==> src/rtl/gpca_op_sequencer_pkg.sv <==
//==============================================================================
// Module  : gpca_pkg
// Purpose : Shared opcodes, FSM states and field widths for the gpca sequencer.
// Revision: 1.0 - initial release
//==============================================================================
`default_nettype none

package gpca_pkg;

  localparam int P_W  = 9;
  localparam int A_W  = 18;
  localparam int BC_W = 19;

  localparam logic [1:0] OP_MUL  = 2'd0;
  localparam logic [1:0] OP_SQR  = 2'd1;
  localparam logic [1:0] OP_SQRT = 2'd2;
  localparam logic [1:0] OP_DIV  = 2'd3;

  // Square / square-root rows start from a fixed B/C seed instead of an operand.
  localparam logic [BC_W-1:0] B_ROOT_INIT = {2'b00, {17{1'b1}}};
  localparam logic [BC_W-1:0] C_ROOT_INIT = {2'b01, {17{1'b0}}};

  typedef enum logic [1:0] {
    ST_IDLE = 2'd0,
    ST_RUN  = 2'd1,
    ST_HOLD = 2'd2
  } state_t;

endpackage

`default_nettype wire

==> src/rtl/gpca_op_sequencer_if.sv <==
//==============================================================================
// Module  : gpca_op_sequencer_if
// Purpose : Request, array-drive and result signals of the gpca sequencer.
// Revision: 1.0 - initial release
//==============================================================================
`default_nettype none

interface gpca_op_sequencer_if
  import gpca_pkg::*;
();

  logic            in_valid;
  logic            in_ready;
  logic [1:0]      in_op;
  logic [8:0]      in_a;
  logic [8:0]      in_b;

  logic            X;
  logic [P_W-1:0]  P;
  logic [A_W-1:0]  A;
  logic [BC_W-1:0] B;
  logic [BC_W-1:0] C;
  logic [P_W-1:0]  F;
  logic [BC_W-1:0] S;

  logic            res_valid;
  logic            res_ready;
  logic [8:0]      res_f;
  logic [18:0]     res_s;
  logic [1:0]      res_op;
  logic            res_dz;

  modport slave (
    input  in_valid, in_op, in_a, in_b, F, S, res_ready,
    output in_ready, X, P, A, B, C, res_valid, res_f, res_s, res_op, res_dz
  );

  modport master (
    output in_valid, in_op, in_a, in_b, F, S, res_ready,
    input  in_ready, X, P, A, B, C, res_valid, res_f, res_s, res_op, res_dz
  );

endinterface

`default_nettype wire

==> src/rtl/gpca_op_sequencer_operand_fmt.sv <==
//==============================================================================
// Module  : gpca_operand_fmt
// Purpose : Combinational opcode/operand to X/P/A/B/C array-field mapper.
// Revision: 1.0 - initial release
//==============================================================================
`default_nettype none

module gpca_operand_fmt
  import gpca_pkg::*;
(
  input  wire logic [1:0]      op_i,
  input  wire logic [8:0]      a_i,
  input  wire logic [8:0]      b_i,
  output logic                 x_o,
  output logic [P_W-1:0]       p_o,
  output logic [A_W-1:0]       a_o,
  output logic [BC_W-1:0]      b_o,
  output logic [BC_W-1:0]      c_o,
  output logic                 dz_o
);

  always_comb begin
    x_o  = 1'b0;
    p_o  = '0;
    a_o  = '0;
    b_o  = '0;
    c_o  = '0;
    dz_o = 1'b0;
    case (op_i)
      OP_MUL: begin
        p_o = a_i;
        b_o = {b_i, 10'b0};
        c_o = {b_i, 10'b0};
      end
      OP_SQR: begin
        p_o = a_i;
        b_o = B_ROOT_INIT;
        c_o = C_ROOT_INIT;
      end
      OP_SQRT: begin
        x_o = 1'b1;
        a_o = {9'b0, a_i};
        b_o = B_ROOT_INIT;
        c_o = C_ROOT_INIT;
      end
      default: begin
        x_o  = 1'b1;
        a_o  = {a_i, 9'b0};
        b_o  = {b_i, 10'b0};
        c_o  = {b_i, 10'b0};
        dz_o = (b_i == 9'd0);
      end
    endcase
  end

endmodule

`default_nettype wire

==> src/rtl/gpca_op_sequencer.sv <==
//==============================================================================
// Module  : gpca_op_sequencer
// Purpose : Registers array drive fields, waits LATENCY cycles, captures F/S.
// Revision: 1.0 - initial release
//==============================================================================
`default_nettype none

module gpca_op_sequencer
  import gpca_pkg::*;
#(
  parameter int LATENCY = 9,
  parameter int CNT_W   = 8
) (
  input  wire logic            clk,
  input  wire logic            rst,
  gpca_op_sequencer_if.slave   bus_io
);

  state_t            state_q, state_d;
  logic [CNT_W-1:0]  cnt_q, cnt_d;
  logic [1:0]        op_q, op_d;
  logic              x_q, x_d;
  logic [P_W-1:0]    p_q, p_d;
  logic [A_W-1:0]    a_q, a_d;
  logic [BC_W-1:0]   b_q, b_d;
  logic [BC_W-1:0]   c_q, c_d;
  logic              res_valid_q, res_valid_d;
  logic [P_W-1:0]    res_f_q, res_f_d;
  logic [BC_W-1:0]   res_s_q, res_s_d;
  logic [1:0]        res_op_q, res_op_d;
  logic              res_dz_q, res_dz_d;

  logic              fmt_x;
  logic [P_W-1:0]    fmt_p;
  logic [A_W-1:0]    fmt_a;
  logic [BC_W-1:0]   fmt_b;
  logic [BC_W-1:0]   fmt_c;
  logic              fmt_dz;

  gpca_operand_fmt u_fmt (
    .op_i (bus_io.in_op),
    .a_i  (bus_io.in_a),
    .b_i  (bus_io.in_b),
    .x_o  (fmt_x),
    .p_o  (fmt_p),
    .a_o  (fmt_a),
    .b_o  (fmt_b),
    .c_o  (fmt_c),
    .dz_o (fmt_dz)
  );

  always_comb begin
    state_d     = state_q;
    cnt_d       = cnt_q;
    op_d        = op_q;
    x_d         = x_q;
    p_d         = p_q;
    a_d         = a_q;
    b_d         = b_q;
    c_d         = c_q;
    res_valid_d = res_valid_q;
    res_f_d     = res_f_q;
    res_s_d     = res_s_q;
    res_op_d    = res_op_q;
    res_dz_d    = res_dz_q;
    case (state_q)
      ST_IDLE: begin
        if (bus_io.in_valid) begin
          op_d = bus_io.in_op;
          // Divide-by-zero is answered immediately; the array fields keep the previous op.
          if (fmt_dz) begin
            res_f_d     = '1;
            res_s_d     = '1;
            res_op_d    = bus_io.in_op;
            res_dz_d    = 1'b1;
            res_valid_d = 1'b1;
            state_d     = ST_HOLD;
          end else begin
            x_d     = fmt_x;
            p_d     = fmt_p;
            a_d     = fmt_a;
            b_d     = fmt_b;
            c_d     = fmt_c;
            cnt_d   = CNT_W'(LATENCY - 1);
            state_d = ST_RUN;
          end
        end
      end
      ST_RUN: begin
        if (cnt_q == '0) begin
          res_f_d     = bus_io.F;
          res_s_d     = bus_io.S;
          res_op_d    = op_q;
          res_dz_d    = 1'b0;
          res_valid_d = 1'b1;
          state_d     = ST_HOLD;
        end else begin
          cnt_d = cnt_q - CNT_W'(1);
        end
      end
      ST_HOLD: begin
        if (bus_io.res_ready) begin
          res_valid_d = 1'b0;
          state_d     = ST_IDLE;
        end
      end
      default: state_d = ST_IDLE;
    endcase
  end

  always_ff @(posedge clk) begin
    if (rst) begin
      state_q     <= ST_IDLE;
      cnt_q       <= '0;
      op_q        <= '0;
      x_q         <= 1'b0;
      p_q         <= '0;
      a_q         <= '0;
      b_q         <= '0;
      c_q         <= '0;
      res_valid_q <= 1'b0;
      res_f_q     <= '0;
      res_s_q     <= '0;
      res_op_q    <= '0;
      res_dz_q    <= 1'b0;
    end else begin
      state_q     <= state_d;
      cnt_q       <= cnt_d;
      op_q        <= op_d;
      x_q         <= x_d;
      p_q         <= p_d;
      a_q         <= a_d;
      b_q         <= b_d;
      c_q         <= c_d;
      res_valid_q <= res_valid_d;
      res_f_q     <= res_f_d;
      res_s_q     <= res_s_d;
      res_op_q    <= res_op_d;
      res_dz_q    <= res_dz_d;
    end
  end

  assign bus_io.in_ready  = (state_q == ST_IDLE);
  assign bus_io.X         = x_q;
  assign bus_io.P         = p_q;
  assign bus_io.A         = a_q;
  assign bus_io.B         = b_q;
  assign bus_io.C         = c_q;
  assign bus_io.res_valid = res_valid_q;
  assign bus_io.res_f     = res_f_q;
  assign bus_io.res_s     = res_s_q;
  assign bus_io.res_op    = res_op_q;
  assign bus_io.res_dz    = res_dz_q;

endmodule

`default_nettype wire
==> src/flat_wrapper.sv <==
// flat-port wrapper written by rule: the top's interface ports become plain ports
module gpca_op_sequencer_flat import gpca_pkg::*;
#(
  parameter int LATENCY = 9,
  parameter int CNT_W   = 8
)
  (clk, rst, bus_io_in_valid, bus_io_in_op, bus_io_in_a, bus_io_in_b, bus_io_F, bus_io_S, bus_io_res_ready, bus_io_in_ready, bus_io_X, bus_io_P, bus_io_A, bus_io_B, bus_io_C, bus_io_res_valid, bus_io_res_f, bus_io_res_s, bus_io_res_op, bus_io_res_dz);
  gpca_op_sequencer_if bus_io_i ();
  input  wire logic clk;
  input  wire logic rst;
  input wire logic [$bits(bus_io_i.in_valid)-1:0] bus_io_in_valid;
  input wire logic [$bits(bus_io_i.in_op)-1:0] bus_io_in_op;
  input wire logic [$bits(bus_io_i.in_a)-1:0] bus_io_in_a;
  input wire logic [$bits(bus_io_i.in_b)-1:0] bus_io_in_b;
  input wire logic [$bits(bus_io_i.F)-1:0] bus_io_F;
  input wire logic [$bits(bus_io_i.S)-1:0] bus_io_S;
  input wire logic [$bits(bus_io_i.res_ready)-1:0] bus_io_res_ready;
  output wire logic [$bits(bus_io_i.in_ready)-1:0] bus_io_in_ready;
  output wire logic [$bits(bus_io_i.X)-1:0] bus_io_X;
  output wire logic [$bits(bus_io_i.P)-1:0] bus_io_P;
  output wire logic [$bits(bus_io_i.A)-1:0] bus_io_A;
  output wire logic [$bits(bus_io_i.B)-1:0] bus_io_B;
  output wire logic [$bits(bus_io_i.C)-1:0] bus_io_C;
  output wire logic [$bits(bus_io_i.res_valid)-1:0] bus_io_res_valid;
  output wire logic [$bits(bus_io_i.res_f)-1:0] bus_io_res_f;
  output wire logic [$bits(bus_io_i.res_s)-1:0] bus_io_res_s;
  output wire logic [$bits(bus_io_i.res_op)-1:0] bus_io_res_op;
  output wire logic [$bits(bus_io_i.res_dz)-1:0] bus_io_res_dz;
  assign bus_io_i.in_valid = bus_io_in_valid;
  assign bus_io_i.in_op = bus_io_in_op;
  assign bus_io_i.in_a = bus_io_in_a;
  assign bus_io_i.in_b = bus_io_in_b;
  assign bus_io_i.F = bus_io_F;
  assign bus_io_i.S = bus_io_S;
  assign bus_io_i.res_ready = bus_io_res_ready;
  assign bus_io_in_ready = bus_io_i.in_ready;
  assign bus_io_X = bus_io_i.X;
  assign bus_io_P = bus_io_i.P;
  assign bus_io_A = bus_io_i.A;
  assign bus_io_B = bus_io_i.B;
  assign bus_io_C = bus_io_i.C;
  assign bus_io_res_valid = bus_io_i.res_valid;
  assign bus_io_res_f = bus_io_i.res_f;
  assign bus_io_res_s = bus_io_i.res_s;
  assign bus_io_res_op = bus_io_i.res_op;
  assign bus_io_res_dz = bus_io_i.res_dz;
  gpca_op_sequencer #(.LATENCY(LATENCY), .CNT_W(CNT_W)) u_core (.clk(clk), .rst(rst), .bus_io(bus_io_i));
endmodule
==> config.mk <==
export PLATFORM = sky130hd
export DESIGN_NAME = gpca_op_sequencer_flat
export DESIGN_NICKNAME = d
export VERILOG_FILES = /design/src/rtl/gpca_op_sequencer_pkg.sv /design/src/rtl/gpca_op_sequencer_if.sv /design/src/rtl/gpca_op_sequencer_operand_fmt.sv /design/src/rtl/gpca_op_sequencer.sv /design/src/flat_wrapper.sv
export SDC_FILE = /design/constraint.sdc
export NUM_CORES = 1
export LEC_CHECK = 0
export BUFFER_PORTS_ARGS = -buffer_cell sky130_fd_sc_hd__buf_4
export CAP_MARGIN = 30
export CORE_MARGIN = 2
export CORE_UTILIZATION = 30
export DETAILED_ROUTE_END_ITERATION = 6
export PLACE_DENSITY = 0.6
export SYNTH_ARGS = -nofsm -noshare
export SYNTH_HDL_FRONTEND = slang
export SYNTH_SLANG_ARGS = --single-unit
==> constraint.sdc <==
create_clock -name clk -period 4.44 [get_ports clk]
set_input_delay 0.222 -clock clk [delete_from_list [all_inputs] [get_ports clk]]
set_output_delay 0.222 -clock clk [all_outputs]
set_load 0.05 [all_outputs]
==> flow_summary.rst, run 1 <==
.. list-table::
   :header-rows: 1

   * - Metric
     - Value
   * - Multi-input gate area
     - between 1500 and 2000 um^2
   * - Final number of max-transition violations
     - 0
   * - First-pass detailed-route iteration total
     - 5
   * - Number of enable-type register cells in the synthesized netlist
     - 0
   * - Mean routed wirelength per cell
     - approximately 14 um
   * - Asr flop ratio synth
     - 0%
   * - # DRC
     - 0
   * - Post-CTS repair timing setup buffer count
     - 0
   * - Core Footprint
     - roughly 13000 um^2
   * - Vias in the first global route
     - ~3300
   * - Number of buffers added by the clock tree synthesis step
     - 9
   * - Critical path peak fanout
     - 32
   * - WP buf/inv
     - 2
   * - Post-detailed-routing wire length
     - between 10000 and 15000 um
   * - Number of nets in the finished design
     - between 600 and 700
   * - Origin of the critical flop-to-flop path
     - u_core.cnt_q[0]$_SDFFE_PP0P_
   * - Via density per instance
     - around 4.8
   * - # H-tree levels
     - 3
   * - Post-route worst hold slack
     - about 150 ps
   * - Die Y-Extent
     - 120 um
   * - First-pass GRT wire length
     - 17100 um
   * - Distinct cell type count after synthesis
     - between 40 and 50
   * - Leakage
     - around 2.2 nW
   * - Cell family contributing the most delay on the critical path
     - simple AND/OR/NAND/NOR gates
   * - Data arrival time of the worst path
     - 2610 ps
   * - Transition time at the pin with the least slew margin
     - 991 ps
   * - Synth warnings
     - 0
   * - Number of cells upsized or downsized after cts
     - 0
   * - Number of antenna violations at the first check in global routing
     - 0
   * - Post-synthesis to final-layout area growth
     - 34.0%
   * - Detail Route Antenna Nets
     - 0
   * - Most repeated cell in the gate-level netlist after synthesis
     - sky130_fd_sc_hd__dfxtp_1
   * - Buffer type at the clock tree root
     - sky130_fd_sc_hd__clkbuf_16
   * - Power density over the cells
     - 551 nW/um^2
   * - Netlist area before placement
     - 4010 um^2
   * - Antenna cell count
     - 0
   * - Utilization of the core after routing
     - approximately 40%
   * - Worst path setup slack after routing
     - 2030 ps
   * - Required time at the endpoint of the critical path
     - 4640 ps
   * - CTS tree
     - done
   * - Number of sinks handled by clock tree synthesis
     - 90
   * - TNS Setup
     - 0 ps
   * - Cell type with the highest aggregate area in the netlist
     - sky130_fd_sc_hd__dfxtp_1
   * - Row count
     - 42
   * - Final weighted congestion in routability-driven placement
     - 0.834
   * - Status
     - completed
   * - Max Buffers Root-to-Sink
     - 2
   * - Predominant post-synthesis flop cell
     - sky130_fd_sc_hd__dfxtp_1
   * - Final hold violations
     - 0
   * - Horiz. Die Dim
     - ~120 um
   * - Grt total ovfl
     - 0
   * - Layout cells sized above 1
     - around 36%
   * - Largest cells by area after synthesis
     - sky130_fd_sc_hd__dfxtp_1 (45%), sky130_fd_sc_hd__a211oi_2 (9.0%), sky130_fd_sc_hd__nor3_1 (6.0%)
   * - Type of the worst setup path
     - reg2reg
   * - All-layer global routing usage
     - 14.8%
   * - Largest net degree at the start of global routing
     - slightly above 80
   * - Effective utilization at floorplan
     - 30.6%
   * - Final setup violation count
     - 0
   * - Worst path cell trace
     - inv_1 -> ha_1 -> or4b_4 -> nor3_4 -> buf_4 -> or2_4 -> a211oi_2
   * - Max-Cap Viols
     - 0
   * - #FFs+latches synth
     - 90
   * - Max-Slew Margin vs Limit
     - about a third
   * - HPWL reported at the end of detailed placement
     - roughly 7400 um
   * - Final worst path period share
     - between 50% and 60%
   * - Area of the die
     - approximately 14000 um^2
   * - Source-to-sink clock delay at the later pin of the worst-skew pair
     - approximately 350 ps
   * - Critical Path Source
     - u_core.cnt_q[0]$_SDFFE_PP0P_
   * - Maximum ir drop on the vdd rail
     - about 0.00019 V
   * - Via Count
     - around 3500
   * - Synth Area per Inst
     - between 8 and 9 um^2
   * - Peak clock frequency supported by timing
     - 415 MHz
   * - Commonest cells in the netlist
     - sky130_fd_sc_hd__dfxtp_1 (90), sky130_fd_sc_hd__nor2_1 (53), sky130_fd_sc_hd__nor3_1 (48)
   * - Class of the tightest hold or removal check
     - in2reg
   * - Kind of capture point of the worst setup path
     - flip-flop
   * - Pre-CTS WS
     - 1760 ps
   * - RSZ-0062 raised after global routing
     - no
   * - Synthesized instance count
     - around 450
   * - Area of all sequential standard cells
     - approximately 1800 um^2
   * - Worst-path clk slew
     - approximately 60 ps
   * - Quantity of hold-fixing buffers added after cts
     - 0
   * - Slowest Stage Delay on Critical Path
     - a little over 500 ps
   * - Number of design-rule violations left by the first detailed-router iteration
     - 314
   * - Post-Route Skew
     - 11.4 ps
   * - Sort of element at the start of the critical path
     - flip-flop
   * - Count of input and output buffers
     - 140
   * - Number of top-level pins
     - approximately 150
   * - Period minus WS final
     - around 2400 ps
   * - Top-area cell type share of the netlist area
     - between 40 and 50%
   * - Number of fill cells
     - between 1000 and 1500
   * - Post-synthesis sequential area ratio
     - approximately 45%
   * - Slowest library cell on the worst path
     - sky130_fd_sc_hd__or2_4
   * - Hold path start
     - bus_io_in_op[1]
## area by class of cell
type                            instances  share of cell area (%)
Timing Repair Buffer                  145                    21.0
Clock inverter                          7                    1.84
Sequential cell                        90                    33.5
Tap cell                              176                    4.09
Multi-Input combinational cell        311                    35.1
Clock buffer                            9                    4.19
Inverter                                4                   0.279
## metrics by stage
stage	power [mW]	cell area [um^2]	instances
finish	2.96	5380	742
global route	3.10	5380	742
CTS	2.99	5350	741
detailed placement	2.15	5030	725
global placement	2.13	5000	724
floorplan	1.88	4050	462
## power breakdown
| part | total (mW) | internal, mW | switching [mW] |
|---|---|---|---|
| clock | 0.822 | 0.498 | 0.324 |
| combinational | 1.14 | 0.368 | 0.772 |
| sequential | 0.999 | 0.920 | 0.0792 |
| total | 2.96 | 1.79 | 1.18 |
## flip-flops by register name, summed over array words and instances (netlist names)
register	flops
u_core.bus_io.X	1
u_core.bus_io.res_s	19
u_core.state_q	2
u_core.bus_io.res_dz	1
u_core.op_q	2
u_core.bus_io.res_valid	1
u_core.bus_io.A	18
u_core.bus_io.C	9
u_core.bus_io.P	9
u_core.bus_io.B	9
u_core.cnt_q	8
u_core.bus_io.res_f	9
u_core.bus_io.res_op	2
## cell usage in the layout, fill, tap and decap left out, drive strengths merged, types with 2 or more instances in the layout
| master | n |
|---|---|
| or4 | 2 |
| nor3b | 2 |
| xor2 | 2 |
| nand2b | 3 |
| or2 | 3 |
| mux2i | 2 |
| or3 | 2 |
| nor4 | 2 |
| nor4b | 2 |
| nor3 | 49 |
| inv | 7 |
| buf | 145 |
| nor2b | 2 |
| a211oi | 30 |
| dfxtp | 90 |
| o21ai | 2 |
| a21oi | 45 |
| clkbuf | 9 |
| nand3b | 9 |
| nor2 | 53 |
| xnor2 | 3 |
| ha | 6 |
| nand3 | 29 |
| bufinv | 2 |
| nand2 | 40 |
| conb | 10 |
## tightest hold or removal path, cell delays in order
cell and delay, ps:
sky130_fd_sc_hd__buf_4 100, sky130_fd_sc_hd__mux2i_1 60, sky130_fd_sc_hd__nor2_1 70
## routing by layer
layer  vias up  GRT usage, %  part of all wire [%]
met5         -             0                     0
met4         0          4.93                   1.3
met3        13          5.47                   9.2
met2       143          22.4                    44
met1      1617          19.4                    46
li1       1767             -                     -
## kinds of logic (layout without fill, tap and decap cells)
group,after synthesis,after routing,share of synthesized area (%)
multiplexers,2,2,0.499
adder cells (fa/ha/maj),6,6,1.87
other,1,10,0.0934
AO/OA/AOI/OAI,86,86,17.2
AND/OR/NAND/NOR,202,202,25.2
flip-flops,90,90,44.9
buffers and inverters,61,165,9.13
XOR/XNOR,5,5,1.09
## worst paths after layout
kind / end / cells past startpoint / slack (ps)
worst max-delay path: u_core.bus_io.res_op[0]$_SDFFE_PP0P_ / 7 / 2030
worst min register to register: u_core.bus_io.A[15]$_SDFFE_PP0P_ / 2 / 460
worst max register to register: u_core.bus_io.res_op[0]$_SDFFE_PP0P_ / 7 / 2030
worst min-delay path: u_core.op_q[1]$_SDFFE_PP0P_ / 3 / 150
Power figures use the tool's default switching activity.
==> run 2, diff against run 1 <==
ABC_AREA = 1   (was unset)
PLACE_DENSITY = 0.59   (was 0.6)
clock period = 2.25 ns   (was 4.44 ns; I/O delays follow)
==> run 2 against run 1 <==
Flip-flop and latch count unchanged. Worst hold slack worse by 140 ps. Die area up 11%. Critical path depth unchanged. Synthesized area up 12%. Non-clock buffer count up 7. Count of clock-buffer cells in the layout up 1. Global-route usage down 0.32 points. Critical path type unchanged. Highest routed layer unchanged.
==> flow_summary.rst, run 2 <==
.. list-table::
   :header-rows: 1

   * - Metric
     - Value
   * - Largest cells by area after synthesis
     - sky130_fd_sc_hd__dfxtp_1 (40%), sky130_fd_sc_hd__nand2_1 (17%), sky130_fd_sc_hd__inv_1 (7.0%)
   * - Netlist area before placement
     - approximately 4500 um^2
   * - Status
     - completed
   * - Post-Route Skew
     - 7.96 ps
   * - Required time at the endpoint of the critical path
     - about 2500 ps
   * - Post-route worst hold slack
     - 15.8 ps
   * - Max-Slew Margin vs Limit
     - between 60 and 70%
   * - Leakage
     - between 2 and 3 nW
   * - Predominant post-synthesis flop cell
     - sky130_fd_sc_hd__dfxtp_1
   * - Post-synthesis sequential area ratio
     - about 40%
   * - Maximum ir drop on the vdd rail
     - about 0.00047 V
   * - Number of nets in the finished design
     - 818
   * - Power density over the cells
     - roughly 1100 nW/um^2
   * - Via Count
     - ~4000
   * - All-layer global routing usage
     - between 10% and 20%
   * - Buffer type at the clock tree root
     - sky130_fd_sc_hd__clkbuf_16
   * - Number of antenna violations at the first check in global routing
     - 0
   * - Synth Area per Inst
     - between 7 and 8 um^2
   * - Final worst path period share
     - 79.3%
   * - # DRC
     - 0
   * - Sum of internal, switching and leakage power
     - about 6.3 mW
   * - Number of design-rule violations left by the first detailed-router iteration
     - approximately 230
   * - Final number of max-transition violations
     - 0
   * - Final weighted congestion in routability-driven placement
     - 0.812
   * - First-pass GRT wire length
     - ~19000 um
   * - Most frequent standard cell in the layout excluding fill and tap cells
     - sky130_fd_sc_hd__nand2_1
   * - Source-to-sink clock delay at the later pin of the worst-skew pair
     - roughly 350 ps
   * - Count of input and output buffers
     - 140
   * - Mean routed wirelength per cell
     - approximately 12 um
   * - Period minus WS final
     - roughly 1800 ps
   * - Post-synthesis to final-layout area growth
     - 30.6%
   * - RSZ-0062 raised after global routing
     - no
   * - Max Buffers Root-to-Sink
     - 2
   * - # H-tree levels
     - 3
   * - Antenna cell count
     - 0
   * - Row count
     - between 40 and 50
   * - Placed Area
     - approximately 5500 um^2
   * - Worst-path clk slew
     - 70 ps
   * - Vias in the first global route
     - around 3600
   * - Grt total ovfl
     - 0
   * - CTS tree
     - done
   * - First-pass detailed-route iteration total
     - 4
   * - Number of fill cells
     - roughly 1600
   * - Number of buffers added by the clock tree synthesis step
     - 9
   * - Area of the die
     - between 15000 and 20000 um^2
   * - Type of the worst setup path
     - reg2reg
   * - Largest net degree at the start of global routing
     - 47
   * - Effective utilization at floorplan
     - 30.7%
   * - #FFs+latches synth
     - 90
   * - Kind of capture point of the worst setup path
     - flip-flop
   * - Detail Route Antenna Nets
     - 0
   * - Transition time at the pin with the least slew margin
     - slightly above 500 ps
   * - Cell type with the highest aggregate area in the netlist
     - sky130_fd_sc_hd__dfxtp_1
   * - Core Footprint
     - around 15000 um^2
   * - TNS Setup
     - 0 ps
   * - Die Y-Extent
     - 126 um
   * - Final setup violation count
     - 0
   * - Synthesized instance count
     - approximately 640
   * - Synth warnings
     - 0
   * - Critical path peak fanout
     - 23
   * - Final hold violations
     - 0
   * - Data arrival time of the worst path
     - between 2000 and 2500 ps
   * - Number of enable-type register cells in the synthesized netlist
     - 0
   * - Worst path setup slack after routing
     - approximately 470 ps
   * - Number of sinks handled by clock tree synthesis
     - 90
   * - Pre-CTS WS
     - 481 ps
   * - Final design instance area without fill
     - a little under 6000 um^2
   * - Asr flop ratio synth
     - 0%
   * - Peak clock frequency supported by timing
     - ~560 MHz
   * - Distinct cell type count after synthesis
     - 29
   * - HPWL reported at the end of detailed placement
     - a little under 8000 um
   * - Horiz. Die Dim
     - approximately 130 um
   * - Sort of element at the start of the critical path
     - flip-flop
   * - Via density per instance
     - ~4.3
   * - Post-CTS repair timing setup buffer count
     - 0
   * - Layout cells sized above 1
     - 27.7%
   * - Class of the tightest hold or removal check
     - in2reg
   * - Max reg flops
     - 19
   * - Most repeated cell in the gate-level netlist after synthesis
     - sky130_fd_sc_hd__nand2_1
   * - Max-Cap Viols
     - 0
   * - Top-area cell type share of the netlist area
     - around two fifths
   * - Leading cell types in the layout, fill and taps excluded
     - sky130_fd_sc_hd__nand2_1 (207), sky130_fd_sc_hd__buf_4 (150), sky130_fd_sc_hd__dfxtp_1 (90)
   * - Post-detailed-routing wire length
     - around 11000 um
   * - Commonest cells in the netlist
     - sky130_fd_sc_hd__nand2_1 (207), sky130_fd_sc_hd__dfxtp_1 (90), sky130_fd_sc_hd__inv_1 (84)
   * - Number of top-level pins
     - about 150
[run 2: cell count changes after synthesis, sizes merged, moves of 3 or more]
cell    previous run  this run
a211oi            30         0
a21oi             45        42
clkbuf            14        10
inv                4        87
nand2             40       210
nand2b             3         0
nand3             29        19
nand3b             9        28
nor2              53        81
nor3              49         1
o21ai              2        15
or2                3         0
[run 2: stage by stage]
stage | utilization [%] | cells
6_report | 40.1 | 948
5_1_grt | 40.1 | 948
4_1_cts | 40.1 | 948
3_5_place_dp | 38.0 | 932
3_3_place_gp | 38.0 | 932
2_1_floorplan | - | 648
[run 2: cell families after synthesis]
| family | Yosys count | synth area share (%) |
|---|---|---|
| and+or+nand+nor | 341 | 32.6 |
| buffers and inverters | 140 | 15.4 |
| DFF | 90 | 40.2 |
| AOI/OAI and AO/OA | 59 | 9.71 |
| adders and majority gates | 6 | 1.67 |
| xor gates and xnor gates | 2 | 0.391 |
| other | 1 | 0.0836 |
[run 2: final timing paths]
path,startpoint,end,cells after the start,slack (ps)
hold reg to reg,u_core.bus_io.res_s[18]$_SDFFE_PP0P_,u_core.bus_io.res_s[18]$_SDFFE_PP0P_,2,460
hold / removal,bus_io_in_b[4],u_core.bus_io.B[14]$_SDFFE_PP0P_,3,20
setup reg to reg,u_core.cnt_q[0]$_SDFFE_PP0P_,u_core.bus_io.res_f[6]$_SDFFE_PP0P_,7,470
setup / recovery,u_core.cnt_q[0]$_SDFFE_PP0P_,u_core.bus_io.res_f[6]$_SDFFE_PP0P_,7,470
[run 2: repair_timing]
action | in CTS | in global routing
resized for setup | 0 | 0
hold buffers | 1 | 0
endpoints found under the hold margin | 1 | 0
[run 2: worst max-delay path: stages (launching register included)]
cell	delay [ps]
sky130_fd_sc_hd__dfxtp_1	310
sky130_fd_sc_hd__inv_1	100
sky130_fd_sc_hd__ha_1	170
sky130_fd_sc_hd__nand3_1	160
sky130_fd_sc_hd__o21ai_4	250
sky130_fd_sc_hd__nand3_4	220
sky130_fd_sc_hd__buf_4	330
sky130_fd_sc_hd__a21oi_2	160
[run 2: layer usage]
metal / global-route usage, % / wire, um
met1: 19.5 / 5340
met2: 21.7 / 5200
met3: 3.70 / 638
met4: 6.46 / 261
met5: 0 / 0
[run 2: final cells by class]
cell class | instances | area [um^2] | share of cell area [%]
multi-input cells | 418 | 2030 | 34.7
flip-flops and latches | 90 | 1800 | 30.8
repair buffers | 152 | 1160 | 19.7
inverters | 89 | 334 | 5.70
clock buffers | 10 | 239 | 4.08
well taps | 184 | 230 | 3.93
clock inverters | 5 | 62.6 | 1.07
[run 2: report_power, final]
part,internal [mW],switching (mW)
registers,1.87,0.172
clock network,0.893,0.657
logic,0.824,1.93
total,3.59,2.76
